[config.mk]
export PLATFORM = sky130hd
export DESIGN_NAME = branch_cond_unit
export DESIGN_NICKNAME = d
export VERILOG_FILES = /design/src/rtl/branch_pkg.sv /design/src/rtl/branch_cond_eval.sv /design/src/rtl/branch_cond_unit.sv
export SDC_FILE = /design/constraint.sdc
export NUM_CORES = 1
export LEC_CHECK = 0
export CAP_MARGIN = 20
export CORE_ASPECT_RATIO = 1.75
export CORE_UTILIZATION = 53
export CTS_CLUSTER_SIZE = 28
export DETAILED_ROUTE_END_ITERATION = 10
export HOLD_SLACK_MARGIN = 0.02
export MAX_ROUTING_LAYER = met4
export PLACE_DENSITY = 0.86
export SLEW_MARGIN = 20
export SYNTH_ARGS = -nofsm -noshare
export SYNTH_HDL_FRONTEND = slang
export SYNTH_SLANG_ARGS = --single-unit
[constraint.sdc]
create_clock -name clk -period 5.77 [get_ports clk]
set_clock_uncertainty 0.1 [all_clocks]
set_input_delay 0.8655 -clock clk [delete_from_list [all_inputs] [get_ports clk]]
set_output_delay 0.8655 -clock clk [all_outputs]
set_load 0.005 [all_outputs]
[src/rtl/branch_pkg.sv]
// Shared definitions for the branch-condition unit: base condition indices.
package branch_pkg;

    localparam int NUM_BASE_COND = 8;

    localparam logic [2:0] COND_EQ     = 3'd0;
    localparam logic [2:0] COND_NE     = 3'd1;
    localparam logic [2:0] COND_GT     = 3'd2;
    localparam logic [2:0] COND_LE     = 3'd3;
    localparam logic [2:0] COND_LT     = 3'd4;
    localparam logic [2:0] COND_GE     = 3'd5;
    localparam logic [2:0] COND_ALWAYS = 3'd6;
    localparam logic [2:0] COND_NEVER  = 3'd7;

endpackage

[src/rtl/branch_cond_eval.sv]
// Combinational branch-condition evaluator: flags + selector + invert -> result.
module branch_cond_eval
    import branch_pkg::*;
#(
    parameter int SEL_W = 3
) (
    input  logic             zero_i,
    input  logic             gt_i,
    input  logic             lt_i,
    input  logic [SEL_W-1:0] cond_sel_i,
    input  logic             invert_i,
    output logic             result_o
);

    logic [SEL_W:0] sel_ext_s;
    logic           in_base_s;
    logic           cond_s;

    // Select the base condition; indices beyond the base map are hard false.
    always_comb begin
        sel_ext_s = {1'b0, cond_sel_i};
        in_base_s = (sel_ext_s < (SEL_W+1)'(NUM_BASE_COND));
        cond_s    = 1'b0;
        if (in_base_s) begin
            case (cond_sel_i[2:0])
                COND_EQ:     cond_s = zero_i;
                COND_NE:     cond_s = ~zero_i;
                COND_GT:     cond_s = gt_i;
                COND_LE:     cond_s = ~gt_i;
                COND_LT:     cond_s = lt_i;
                COND_GE:     cond_s = ~lt_i;
                COND_ALWAYS: cond_s = 1'b1;
                COND_NEVER:  cond_s = 1'b0;
                default:     cond_s = 1'b0;
            endcase
        end else begin
            cond_s = 1'b0;
        end
        result_o = cond_s ^ invert_i;
    end

endmodule

[src/rtl/branch_cond_unit.sv]
// Branch-condition unit: latches ALU flags, evaluates a selected condition and
// issues a registered PC-write enable, with stale-flag detection and statistics.
module branch_cond_unit
    import branch_pkg::*;
#(
    parameter  int NUM_COND = 8,
    parameter  int CNT_W    = 16,
    localparam int SEL_W    = $clog2(NUM_COND)
) (
    input  logic             clk,
    input  logic             reset,
    input  logic             flags_load,
    input  logic             alu_zero,
    input  logic             alu_gt,
    input  logic             alu_lt,
    input  logic             eval_req,
    input  logic [SEL_W-1:0] cond_sel,
    input  logic             invert,
    input  logic             write_cond,
    input  logic             cnt_clear,
    output logic             taken_valid,
    output logic             branch_taken,
    output logic             pc_write,
    output logic             flags_stale,
    output logic [CNT_W-1:0] taken_cnt,
    output logic [CNT_W-1:0] nottaken_cnt
);

    logic             zero_q, gt_q, lt_q, fresh_q;
    logic             zero_d, gt_d, lt_d, fresh_d;
    logic             valid_q, taken_q, pcw_q, stale_q;
    logic             valid_d, taken_d, pcw_d, stale_d;
    logic [CNT_W-1:0] tcnt_q, ncnt_q, tcnt_d, ncnt_d;
    logic             eff_zero_s, eff_gt_s, eff_lt_s;
    logic             result_s;

    // Same-cycle load bypasses the flag registers so the new flags are evaluated.
    always_comb begin
        if (flags_load) begin
            eff_zero_s = alu_zero;
            eff_gt_s   = alu_gt;
            eff_lt_s   = alu_lt;
        end else begin
            eff_zero_s = zero_q;
            eff_gt_s   = gt_q;
            eff_lt_s   = lt_q;
        end
    end

    branch_cond_eval #(.SEL_W(SEL_W)) u_eval (
        .zero_i     (eff_zero_s),
        .gt_i       (eff_gt_s),
        .lt_i       (eff_lt_s),
        .cond_sel_i (cond_sel),
        .invert_i   (invert),
        .result_o   (result_s)
    );

    // Next-state for flags, freshness, result pulses and saturating counters.
    always_comb begin
        zero_d  = zero_q;
        gt_d    = gt_q;
        lt_d    = lt_q;
        fresh_d = fresh_q;
        tcnt_d  = tcnt_q;
        ncnt_d  = ncnt_q;

        if (flags_load) begin
            zero_d = alu_zero;
            gt_d   = alu_gt;
            lt_d   = alu_lt;
        end else begin
            zero_d = zero_q;
        end

        // Evaluation consumes flags, including bypassed ones.
        if (eval_req) begin
            fresh_d = 1'b0;
        end else if (flags_load) begin
            fresh_d = 1'b1;
        end else begin
            fresh_d = fresh_q;
        end

        valid_d = eval_req;
        taken_d = eval_req & result_s;
        pcw_d   = eval_req & result_s & write_cond;
        stale_d = eval_req & ~fresh_q & ~flags_load;

        if (cnt_clear) begin
            tcnt_d = {CNT_W{1'b0}};
            ncnt_d = {CNT_W{1'b0}};
        end else if (eval_req && write_cond) begin
            if (result_s) begin
                if (tcnt_q != {CNT_W{1'b1}}) begin
                    tcnt_d = tcnt_q + CNT_W'(1);
                end else begin
                    tcnt_d = tcnt_q;
                end
            end else begin
                if (ncnt_q != {CNT_W{1'b1}}) begin
                    ncnt_d = ncnt_q + CNT_W'(1);
                end else begin
                    ncnt_d = ncnt_q;
                end
            end
        end else begin
            tcnt_d = tcnt_q;
        end
    end

    // State registers with synchronous active-low reset.
    always_ff @(posedge clk) begin
        if (!reset) begin
            zero_q  <= 1'b0;
            gt_q    <= 1'b0;
            lt_q    <= 1'b0;
            fresh_q <= 1'b0;
            valid_q <= 1'b0;
            taken_q <= 1'b0;
            pcw_q   <= 1'b0;
            stale_q <= 1'b0;
            tcnt_q  <= {CNT_W{1'b0}};
            ncnt_q  <= {CNT_W{1'b0}};
        end else begin
            zero_q  <= zero_d;
            gt_q    <= gt_d;
            lt_q    <= lt_d;
            fresh_q <= fresh_d;
            valid_q <= valid_d;
            taken_q <= taken_d;
            pcw_q   <= pcw_d;
            stale_q <= stale_d;
            tcnt_q  <= tcnt_d;
            ncnt_q  <= ncnt_d;
        end
    end

    assign taken_valid  = valid_q;
    assign branch_taken = taken_q;
    assign pc_write     = pcw_q;
    assign flags_stale  = stale_q;
    assign taken_cnt    = tcnt_q;
    assign nottaken_cnt = ncnt_q;

endmodule

[Word level (Yosys, flattened, before mapping)]
Cells that the tools add are included.
Cells by class
  add/subtract/negate cells: 2
  equal/unequal tests: 9
  mux-type cells: 4
  bitwise logic cells: 12
  reductions and logical operators: 6
Operator list (number)
  adder 16 x 1 -> 16 bit (second input constant): 2
  inequality test 16 bit (second input constant): 2
  == test 3 bit (second input constant): 4
  one-hot mux 1 bit (8 select lines): 1
  inverter 1 bit: 7
  == test 3 x 2 -> 1 bit (second input constant): 2
  AND reduction 3 bit: 2
  bitwise AND 1 bit: 4
  OR reduction 2 bit: 2
  == test 3 x 1 -> 1 bit (second input constant): 1
  logical NOT 3 bit: 1
  two-way mux 1 bit: 3
  logical AND 1 bit: 1
  bitwise XOR 1 bit: 1
Word-level totals
  register bits after elaboration: 40
  bits of input ports: 13
  output and inout port bits: 36
  word-level logic and storage cells: 43

[Longest topological paths before layout]
Gate-level depths: netlist (run 1).
  depth in word-level cells: 6
  mapped depth: 8
  depth with buffers taken out: 7

[Modules after synthesis]
Synthesis (run 1) repeated with hierarchy kept, for this count alone.
Unflattened totals
  cell total of the unflattened synthesis: 225
  area, all modules: 1984.4 um^2
By module, submodules not included
  branch_cond_unit: instances 1, cells each 220, area each 1943.1 um^2, sequential area each 800.8 um^2
  branch_cond_eval: instances 1, cells each 5, area each 41.3 um^2, sequential area each 0.0 um^2

[Worst setup path after synthesis (run 1)]
Ideal clock, no wire load.
  path kind: input to register
  start: input port flags_load
  end: register ncnt_q[13] (netlist: nottaken_cnt[13])
  library setup time: 115 ps
  data arrival time: 2869 ps
  required time: 5555 ps
  setup slack: 2687 ps
  cell stages on the path: 8
  path buffers: 2
  path through: buf_6 mux4_2 or2_4 a2111oi_4 nor2_2 buf_2 o31a_1 o21a_1
Between the ends
  word-level cells in the longest chain between the ends: 6
  elaborated cells on any way between the ends: 10
  those cells by class: 4 x mux; 5 x bitwise; 1 x reduce/logical
Ends and longest elaborated chain
  from (decl): line branch_cond_unit.sv:12  | input logic flags_load,
  two-way mux 1 bit (on tied branches)
  inverter 1 bit (on tied branches): line branch_cond_eval.sv:31, branch_cond_eval.sv:27, branch_cond_eval.sv:29
  one-hot mux 1 bit (8 select lines) *: line branch_cond_eval.sv:25  | case (cond_sel_i[2:0])
  bitwise XOR 1 bit *: line branch_cond_eval.sv:39  | result_o = cond_s ^ invert_i;
  inverter 1 bit (no line) *
  AND reduction 3 bit (no line) *
  to (signal assigned): line branch_cond_unit.sv:124  | ncnt_q <= {CNT_W{1'b0}};
  to (signal assigned): line branch_cond_unit.sv:135  | ncnt_q <= ncnt_d;
  to (decl): line branch_cond_unit.sv:33  | logic [CNT_W-1:0] tcnt_q, ncnt_q, tcnt_d, ncnt_d;
Mark *: on every way between the ends. The rest lies on a longest branch, timed or not.
A chain may end at the register's enable or synchronous reset.

[Worst setup path after layout (run 1)]
  start: input port flags_load
  end: register ncnt_q[9] (netlist: nottaken_cnt[9])
Same word-level chain as after synthesis.

==> impl_results.md, run 1 <==
- Most common cell after layout, fill and taps aside: clkdlybuf4s50_1
- Number of distinct library cells after synthesis: 46
- Post-synth top area share: about two fifths
- Post-synth ARST share: 0%
- Core area: around 3600 um^2
- Horiz. Die Dim: between 40 and 50 um
- Hpwl dp: about 3400 um
- Initial antenna violation count: 0
- Fmax: approximately 0.28 GHz
- Largest net degree at the start of global routing: 28
- CP endpoint kind: flop
- Status: complete, no violations
- Worst path slowest cell: clkdlybuf4s50_1
- Port buffer count: 48
- Routed Wire Length: roughly 4700 um
- Clock Path Buffers: 2
- Row Count: 29
- Mapped Area: 2010 um^2
- WHS Path Cells: 1
- Nets: between 200 and 300
- TritonRoute pass-1 iters: 4
- CTS root buf: clkbuf_8
- Worst VDD drop: roughly 0.00023 V
- Final core utilization: 72.5%
- RSZ-0062 raised after global routing: false
- Height of the die: 83.4 um
- CTS Buf Count: 5
- Max-cap viol count: 0
- Synth Flop Type: dfxtp_1
- Leak pwr: between 0.8 and 0.9 nW
- WS Path Type: in2reg
- 1st-iter DRT viols: 21
- GRT overflow: 0
- Delay of the slowest critical-path stage: around 0.64 ns
- Register area share after synthesis: between 30% and 40%
- Area grow syn2layout: 31.2%
- First-pass GRT wire length: just under 8000 um
- Pwr Total: about 0.57 mW
- WL/cell: about 14 um
- Main area contributors after synthesis: dfxtp_1, or3_1, a21oi_1, o21ai_0, nand2_1
- Post-Syn Area per Cell: about 8.6 um^2
- Worst Tran Pin Value: slightly below 0.9 ns
- Post-synth EDFFs: 0
- Post-Place Setup Slack: about 1.9 ns
- Worst-skew pair later-pin latency: around 0.3 ns
- Clock sinks: 40
- Post-cts repair resize count: 0
- Post-synth top area cell: dfxtp_1
- Syn nets: approximately 250
- Total GRT Usage: 25.0%
- CTS tree: built
- YS warnings: 0
- Inst Count DP: around 320
- Setup crit start kind: primary input
- Final hold vios: 0
- Fin worst setup slack: 2.21 ns
- Vias per cell: slightly below 6
- Setup Buffers After CTS: 0
- Antenna Nets Post-Route: 0
- Gate Count Post-Synth: between 200 and 250
- H-tree levels: 2
- Min-Delay Path Class: reg2reg
- DRC violations left: 0
- Share of layout cells above drive strength 1: under 10%
- Power Density: around 220 nW/um^2
- Diode count: 0
- Vias: slightly below 2,000
- WP data arrival: 3.69 ns
- #FFs+latches synth: 40
- Starting Density: 55.3%
- Vias in the first global route: around 1,800
- GPL Wtd Cong: around 0.80
- Most frequent cells in the layout: clkdlybuf4s50_1, dfxtp_1, nand2_1
- Max Slew Vio Count: 0
- Worst endpoint required time: approximately 6 ns
- CP cell instances: clkdlybuf4s50_1 -> mux4_2 -> or2_4 -> a2111oi_4 -> nor2_2 -> or4_1 -> a21oi_1
- Setup TNS: 0 ns
- Minimum clock period after layout: approximately 3.6 ns
- Clock-pin slew on the worst setup and hold paths: 0.09 ns
- IO Pins: 49
- Die footprint: 4040 um^2
- Worst r2r path cells: 7
- Cts hold-fix bufs: 0
- Fin crit share: between 60% and 70%
- Setup violators final: 0
- Post-Layout Cell Count: 329
- Crit Path Max Fanout: 14
- Max_slew headroom: about 40%
-- synthesized netlist by cell type, types with 6 or more instances --
library cell	n
nand2_1	17
nor2_1	15
clkbuf_1	7
and3_1	6
or3_1	14
nand4_1	10
nand3_1	11
o21ai_0	13
a21oi_1	16
or4_1	8
dfxtp_1	40
-- power breakdown --
part | internal [mW] | switching [mW] | leakage (nW)
clock | 0.128 | 0.103 | 0.0541
combinational | 0.0226 | 0.0330 | 0.486
sequential | 0.279 | 0.00170 | 0.324
-- cells by family (layout without fill, tap and decap cells) --
logic type      count (synthesis)  after routing  share of synthesized area, %
fa+ha+maj                       2              2                          1.25
flops                          40             40                          39.9
compound gates                 54             54                          17.4
mux                             6              6                          3.62
simple gates                  111            111                          31.4
buf+inv                        13             62                          2.87
xor+xnor                        8              8                          3.49
-- critical path, delay by kind of cell --
family / cells / cell delay, ns
AOI/OAI and AO/OA: 2 / 0.68
buffers and inverters: 1 / 0.64
muxes: 1 / 0.55
and+or+nand+nor: 3 / 0.95
-- metal layers --
layer  global-route usage [%]  vias to the layer above  wire length (um)
li1                         -                      979                 -
met3                     4.76                        8               151
met1                     23.1                      896              1830
met2                     47.0                       42              2620
met5                        -                        -                 0
met4                     13.1                        0                83
-- metrics by stage --
stage | instance area [um^2] | hold WS [ns]
floorplan | 2010 | 0.301
global placement | 2520 | 0.311
detailed placement | 2520 | 0.316
CTS | 2630 | 0.333
global route | 2630 | 0.361
finish | 2630 | 0.333
-- layout make-up --
cell class,instances,area [um^2]
Sequential cell,40,801
Tap cell,46,57.6
Clock inverter,3,42.5
Fill cell,287,997
Timing Repair Buffer,51,503
Multi-Input combinational cell,181,1150
Clock buffer,5,68.8
Inverter,3,11.3
-- final timing paths --
kind,start,end,slack [ns]
worst max-delay path,flags_load,nottaken_cnt[9],2.21
worst min-delay path,fresh_q,flags_stale,0.33
worst max register to register,nottaken_cnt[0],nottaken_cnt[1],3.20
worst min register to register,fresh_q,flags_stale,0.33
(Power assumes the default switching activity.)
==> inputs of run 2 (changes only) <==
--- a/config.mk
+++ b/config.mk
@@ -7,12 +7,12 @@
 export LEC_CHECK = 0
 export CAP_MARGIN = 20
 export CORE_ASPECT_RATIO = 1.75
-export CORE_UTILIZATION = 53
+export CORE_UTILIZATION = 49
 export CTS_CLUSTER_SIZE = 28
 export DETAILED_ROUTE_END_ITERATION = 10
 export HOLD_SLACK_MARGIN = 0.02
 export MAX_ROUTING_LAYER = met4
-export PLACE_DENSITY = 0.86
+export PLACE_DENSITY = 0.8
 export SLEW_MARGIN = 20
 export SYNTH_ARGS = -nofsm -noshare
 export SYNTH_HDL_FRONTEND = slang
==> constraint.sdc (replaced) <==
create_clock -name clk -period 3.5 [get_ports clk]
set_clock_uncertainty 0.1 [all_clocks]
set_input_delay 0.525 -clock clk [delete_from_list [all_inputs] [get_ports clk]]
set_output_delay 0.525 -clock clk [all_outputs]
set_load 0.005 [all_outputs]
==> run 2 against run 1 <==
  * Non-clock buffer count is 6 higher
  * Clock power rose by 62%
  * Die area up 7.9%
  * Setup slack lost 1.6 ns
  * Register-to-register slack worse by 2.2 ns
  * Sequential share of layout area down 0.64 points
  * Largest cell class unchanged
==> impl_results.md, run 2 (synthesized netlist as in run 1, its figures left out) <==
- Status: complete, no violations
- Hpwl dp: 3520 um (+3.7%)
- Worst Tran Pin Value: 0.774 ns (-0.109 ns)
- CTS tree: built
- Clock sinks: 40 (unchanged)
- CP endpoint kind: flop
- Setup violators final: 0 (unchanged)
- Initial antenna violation count: 0 (unchanged)
- Pint: 0.722 mW (+68%)
- Crit Path Max Fanout: 14 (unchanged)
- Most frequent cells in the layout: clkdlybuf4s50_1, dfxtp_1, nand2_1
- Layer with the highest usage: met2
- Sequential cell fraction of total power: 49.0% (-0.5 points)
- Setup crit start kind: primary input
- Fmax: between 0.3 and 0.4 GHz
- Height of the die: 86.6 um (+3.9%)
- Leak pwr: 0.900 nW (+4.2%)
- Post-cts repair resize count: 0 (unchanged)
- Final core utilization: 68.8% (-3.7 points)
- Worst endpoint required time: 3.63 ns (-2.28 ns)
- Vias in the first global route: 1,799 (-1.7%)
- Clock-pin slew on the worst setup and hold paths: 0.08 ns (about the same)
- Nets: 303 (+2.0%)
- First-pass GRT wire length: 7800 um (+0.71%)
- Die footprint: 4360 um^2 (+7.9%)
- Total GRT Usage: 23.7% (-1.3 points)
- Fin worst setup slack: 0.635 ns (-1.58 ns)
- Routing usage on met3: 4.21% (-0.55 points)
- Post-Layout Cell Count: 337 (+2.4%)
- WP data arrival: 2.99 ns (-0.70 ns)
- Port buffer count: 48 (unchanged)
- GPL Wtd Cong: 0.832 (+3.9%)
- Met1 Use GR: 23.5% (+0.38 points)
- WS Path Type: in2reg
- Starting Density: 51.4% (-3.9 points)
- Cts hold-fix bufs: 0 (unchanged)
- Worst Hold Launch: fresh_q
- Setup Buffers After CTS: 0 (unchanged)
- Reg-to-Reg End: nottaken_cnt[13]
- Hold endpoint: flags_stale
- Final hold vios: 0 (unchanged)
- Diode count: 0 (unchanged)
- CTS Buf Count: 5 (unchanged)
- Antenna Nets Post-Route: 0 (unchanged)
- IO Pins: 49 (unchanged)
- Fill cells: 346 (+21%)
- Switching power: 0.225 mW (+64%)
- Max-cap viol count: 0 (unchanged)
- Hold_ws: 0.328 ns (-0.00431 ns)
- Met2 Use GR: 43.8% (-3.2 points)
- Largest net degree at the start of global routing: 28 (unchanged)
- Post-Place Setup Slack: 0.335 ns (-1.57 ns)
- Setup TNS: 0 ns (unchanged)
- RSZ-0062 raised after global routing: false
- WL/cell: 14.3 um (+0.48%)
- Design Area, Final: 2690 um^2 (+2.1%)
- Vias: 1,959 (+1.8%)
- Max_slew headroom: 47.7% (+6.7 points)
- Worst VDD drop: 0.000297 V (+31%)
- Worst-skew pair later-pin latency: 0.29 ns (about the same)
- H-tree levels: 2 (unchanged)
- FF-to-FF Start: nottaken_cnt[0]
- CTS root buf: clkbuf_8
- Fin crit share: approximately four fifths
- DRC violations left: 0 (unchanged)
- TritonRoute pass-1 iters: 4 (unchanged)
- GRT overflow: 0 (unchanged)
- Share of layout cells above drive strength 1: 7.61% (+1.6 points)
- Clock power share: 39.6% (-1.1 points)
- Most common cell after layout, fill and taps aside: clkdlybuf4s50_1
- Worst r2r path cells: 7 (unchanged)
- Area grow syn2layout: 34.0%
- Vias per cell: 5.81 (-0.65%)
- R2R setup slack: 0.97 ns (-2.23 ns)
- Routed Wire Length: 4820 um (+2.9%)
- Horiz. Die Dim: 50.4 um (+3.8%)
- Row Count: 30 (+3.4%)
- Pwr Total: 0.947 mW (+67%)
- Sw frac: 23.8% (-0.48 points)
- Dpl cell area: 2580 um^2 (+2.4%)
- Inst Count DP: 329 (+2.5%)
- Minimum clock period after layout: between 2 and 3 ns
- Core area: 3900 um^2 (+7.6%)
- Min-Delay Path Class: reg2reg
- Max Slew Vio Count: 0 (unchanged)
- WHS Path Cells: 1 (unchanged)
- 1st-iter DRT viols: 40 (+90%)
- Clock Path Buffers: 2 (unchanged)
- Comb power frac: 11.5% (+1.7 points)
- Power Density: 352 nW/um^2 (+63%)
## run 2: changes by cell type in the layout (fill, tap and decap cells not counted)
cell,delta
buf_4,+5
clkinvlp_4,-1
clkbuf_1,+1
buf_12,+1
## run 2: layout make-up
type,count,area [um^2],area share (%)
clock buffers,6,72.6,2.70
clock inverters,2,35.0,1.30
inverters,3,11.3,0.419
multi-input cells,181,1150,42.7
flip-flops and latches,40,801,29.8
well taps,48,60.1,2.23
repair buffers,57,561,20.9
## run 2: worst max-delay path by stage
stage	cells past startpoint	end	slack, ns	from
2_1_floorplan	8	nottaken_cnt[13]	0.76	flags_load
6_report	7	nottaken_cnt[9]	0.64	flags_load
3_3_place_gp	7	nottaken_cnt[9]	0.35	flags_load
3_5_place_dp	7	nottaken_cnt[9]	0.33	flags_load
5_1_grt	7	nottaken_cnt[9]	0.49	flags_load
4_1_cts	7	nottaken_cnt[9]	0.64	flags_load
## run 2: power by group through the flow
stage / Sequential [mW] / Combinational, mW / Clock [mW]
6_report: 0.464 / 0.109 / 0.375
5_1_grt: 0.464 / 0.117 / 0.398
4_1_cts: 0.464 / 0.109 / 0.383
3_5_place_dp: 0.474 / 0.108 / 0
3_3_place_gp: 0.474 / 0.107 / 0
2_1_floorplan: 0.474 / 0.0556 / 0
## run 2: worst max-delay path: stages
cell and delay [ns]:
clkdlybuf4s50_1 0.50, mux4_2 0.52, or2_4 0.25, a2111oi_4 0.38
nor2_2 0.17, or4_1 0.49, a21oi_1 0.15
## run 2: layer usage
| metal | wire (um) | vias to the layer above |
|---|---|---|
| li1 | - | 984 |
| met5 | 0 | - |
| met3 | 123 | 6 |
| met4 | 70 | 0 |
| met2 | 2690 | 39 |
| met1 | 1940 | 930 |
==> inputs of run 3 (changes only) <==
==> constraint.sdc (replaced) <==
create_clock -name clk -period 2.78 [get_ports clk]
set_clock_uncertainty 0.1 [all_clocks]
set_input_delay 0.417 -clock clk [delete_from_list [all_inputs] [get_ports clk]]
set_output_delay 0.417 -clock clk [all_outputs]
set_load 0.005 [all_outputs]
==> run 3 against run 2 <==
  * Cell area rose by 3.0%
  * Largest cell class unchanged
  * Cell count rose by 3.6%
  * First-iteration DRC count rose by 5.0%
  * Setup slack got worse by 0.58 ns
  * Sequential share of layout area fell by 0.86 points
  * Utilization rose by 2.1 points
==> impl_results.md, run 3 (synthesized netlist as in run 1, its figures left out) <==
- Leak pwr: 0.954 nW (+6.0%)
- Clock sinks: 40 (unchanged)
- Fmax: roughly 0.37 GHz
- Clock-pin slew on the worst setup and hold paths: 0.08 ns (about the same)
- Area grow syn2layout: 38.0%
- WP data arrival: 2.84 ns (-0.15 ns)
- Setup violators final: 0 (unchanged)
- First-pass GRT wire length: 8470 um (+8.5%)
- Register area: 801 um^2 (unchanged)
- Cts hold-fix bufs: 0 (unchanged)
- Crit Path Max Fanout: 12 (-2)
- Vias in the first global route: 1,953 (+8.6%)
- Area of the multi-input gates: 1150 um^2 (+0.44%)
- Total GRT Usage: 26.1% (+2.4 points)
- TritonRoute pass-1 iters: 4 (unchanged)
- Worst VDD drop: 0.000321 V (+8.0%)
- Max Slew Vio Count: 0 (unchanged)
- Pwr Total: 1.15 mW (+21%)
- Vias per cell: 5.77 (-0.78%)
- Max_slew headroom: 66.5% (+19 points)
- Port buffer count: 48 (unchanged)
- Fin worst setup slack: 0.0540 ns (-0.581 ns)
- Status: complete, no violations
- Worst-skew pair later-pin latency: 0.29 ns (about the same)
- Most common cell after layout, fill and taps aside: clkdlybuf4s50_1
- Antenna Nets Post-Route: 0 (unchanged)
- WL/cell: 14.7 um (+3.0%)
- Die footprint: 4360 um^2 (unchanged)
- 1st-iter DRT viols: 42 (+5.0%)
- GRT overflow: 0 (unchanged)
- Fin crit share: a little over nine tenths
- Post-cts repair resize count: 0 (unchanged)
- Post-Place Setup Slack: -0.268 ns (-0.602 ns)
- Horiz. Die Dim: 50.4 um (unchanged)
- DRC violations left: 0 (unchanged)
- Vias: 2,013 (+2.8%)
- Minimum clock period after layout: ~2.7 ns
- Height of the die: 86.6 um (unchanged)
- Worst Tran Pin Value: 0.501 ns (-0.273 ns)
- Setup Buffers After CTS: 0 (unchanged)
- Routed Wire Length: 5140 um (+6.7%)
- Share of layout cells above drive strength 1: 11.6% (+4.0 points)
- Final hold vios: 0 (unchanged)
- Starting Density: 51.4% (unchanged)
- Power Density: 415 nW/um^2 (+18%)
- Row Count: 30 (unchanged)
- H-tree levels: 2 (unchanged)
- Core area: 3900 um^2 (unchanged)
- CTS Buf Count: 5 (unchanged)
- Min-Delay Path Class: reg2reg
- Initial antenna violation count: 0 (unchanged)
- Largest net degree at the start of global routing: 19 (-32%)
- Setup crit start kind: primary input
- IO Pins: 49 (unchanged)
- GPL Wtd Cong: 0.811 (-2.6%)
- Fill cells: 327 (-5.5%)
- Max-cap viol count: 0 (unchanged)
- CP endpoint kind: flop
- CTS root buf: clkbuf_8
- Clock Path Buffers: 2 (unchanged)
- Hpwl dp: 3800 um (+8.1%)
- Diode count: 0 (unchanged)
- WS Path Type: in2reg
- Most frequent cells in the layout: clkdlybuf4s50_1, dfxtp_1, buf_4
- CTS tree: built
- Worst endpoint required time: 2.90 ns (-0.73 ns)
- Nets: 315 (+4.0%)
==> run 3: cell count changes in the layout (fill, tap and decap cells not counted), sizes merged <==
cell    delta
buf       +12
bufinv     -1
clkinv     +1
==> run 3: cell type report <==
| type | count | area share, % |
|---|---|---|
| Multi-Input combinational cell | 181 | 41.6 |
| Sequential cell | 40 | 28.9 |
| Timing Repair Buffer | 69 | 23.5 |
| Clock buffer | 6 | 2.98 |
| Tap cell | 48 | 2.17 |
| Inverter | 3 | 0.407 |
| Clock inverter | 2 | 0.362 |
==> run 3: metal layers <==
layer	global-route usage, %	up-vias	wire [um]
met3	3.68	9	116
met2	48.8	34	2950
met5	-	-	0
met4	13.6	0	94
li1	-	1006	-
met1	24.9	964	1980
==> run 3: worst paths after layout <==
kind         startpoint              end  slack (ns)  cells after the start
max          flags_load  nottaken_cnt[9]        0.05                      7
min             fresh_q      flags_stale        0.33                      1
max reg2reg      zero_q  nottaken_cnt[9]        0.41                      6
min reg2reg     fresh_q      flags_stale        0.33                      1
==> run 3: stage by stage <==
step | instances | utilization [%] | hold slack [ns] | instance area, um^2 | setup TNS [ns]
2_1_floorplan | 234 | - | 0.301 | 2010 | 0
3_3_place_gp | 341 | 68.4 | 0.315 | 2670 | -1.70
3_5_place_dp | 341 | 68.4 | 0.320 | 2670 | -1.89
4_1_cts | 349 | 70.8 | 0.331 | 2760 | 0
5_1_grt | 349 | 70.9 | 0.346 | 2770 | -0.00301
6_report | 349 | 70.9 | 0.326 | 2770 | 0
==> run 3: where the power goes <==
group	switching (mW)	internal [mW]	total, mW
Clock	0.201	0.198	0.400
Sequential	0.00387	0.580	0.584
Combinational	0.0818	0.0832	0.165
Total	0.287	0.861	1.15
==> run 3: critical path, cell delays in order <==
cell	delay (ns)
clkdlybuf4s50_1	0.50
mux4_2	0.53
or2_4	0.25
a2111oi_4	0.37
nor2_4	0.12
or4_1	0.48
a21oi_1	0.18
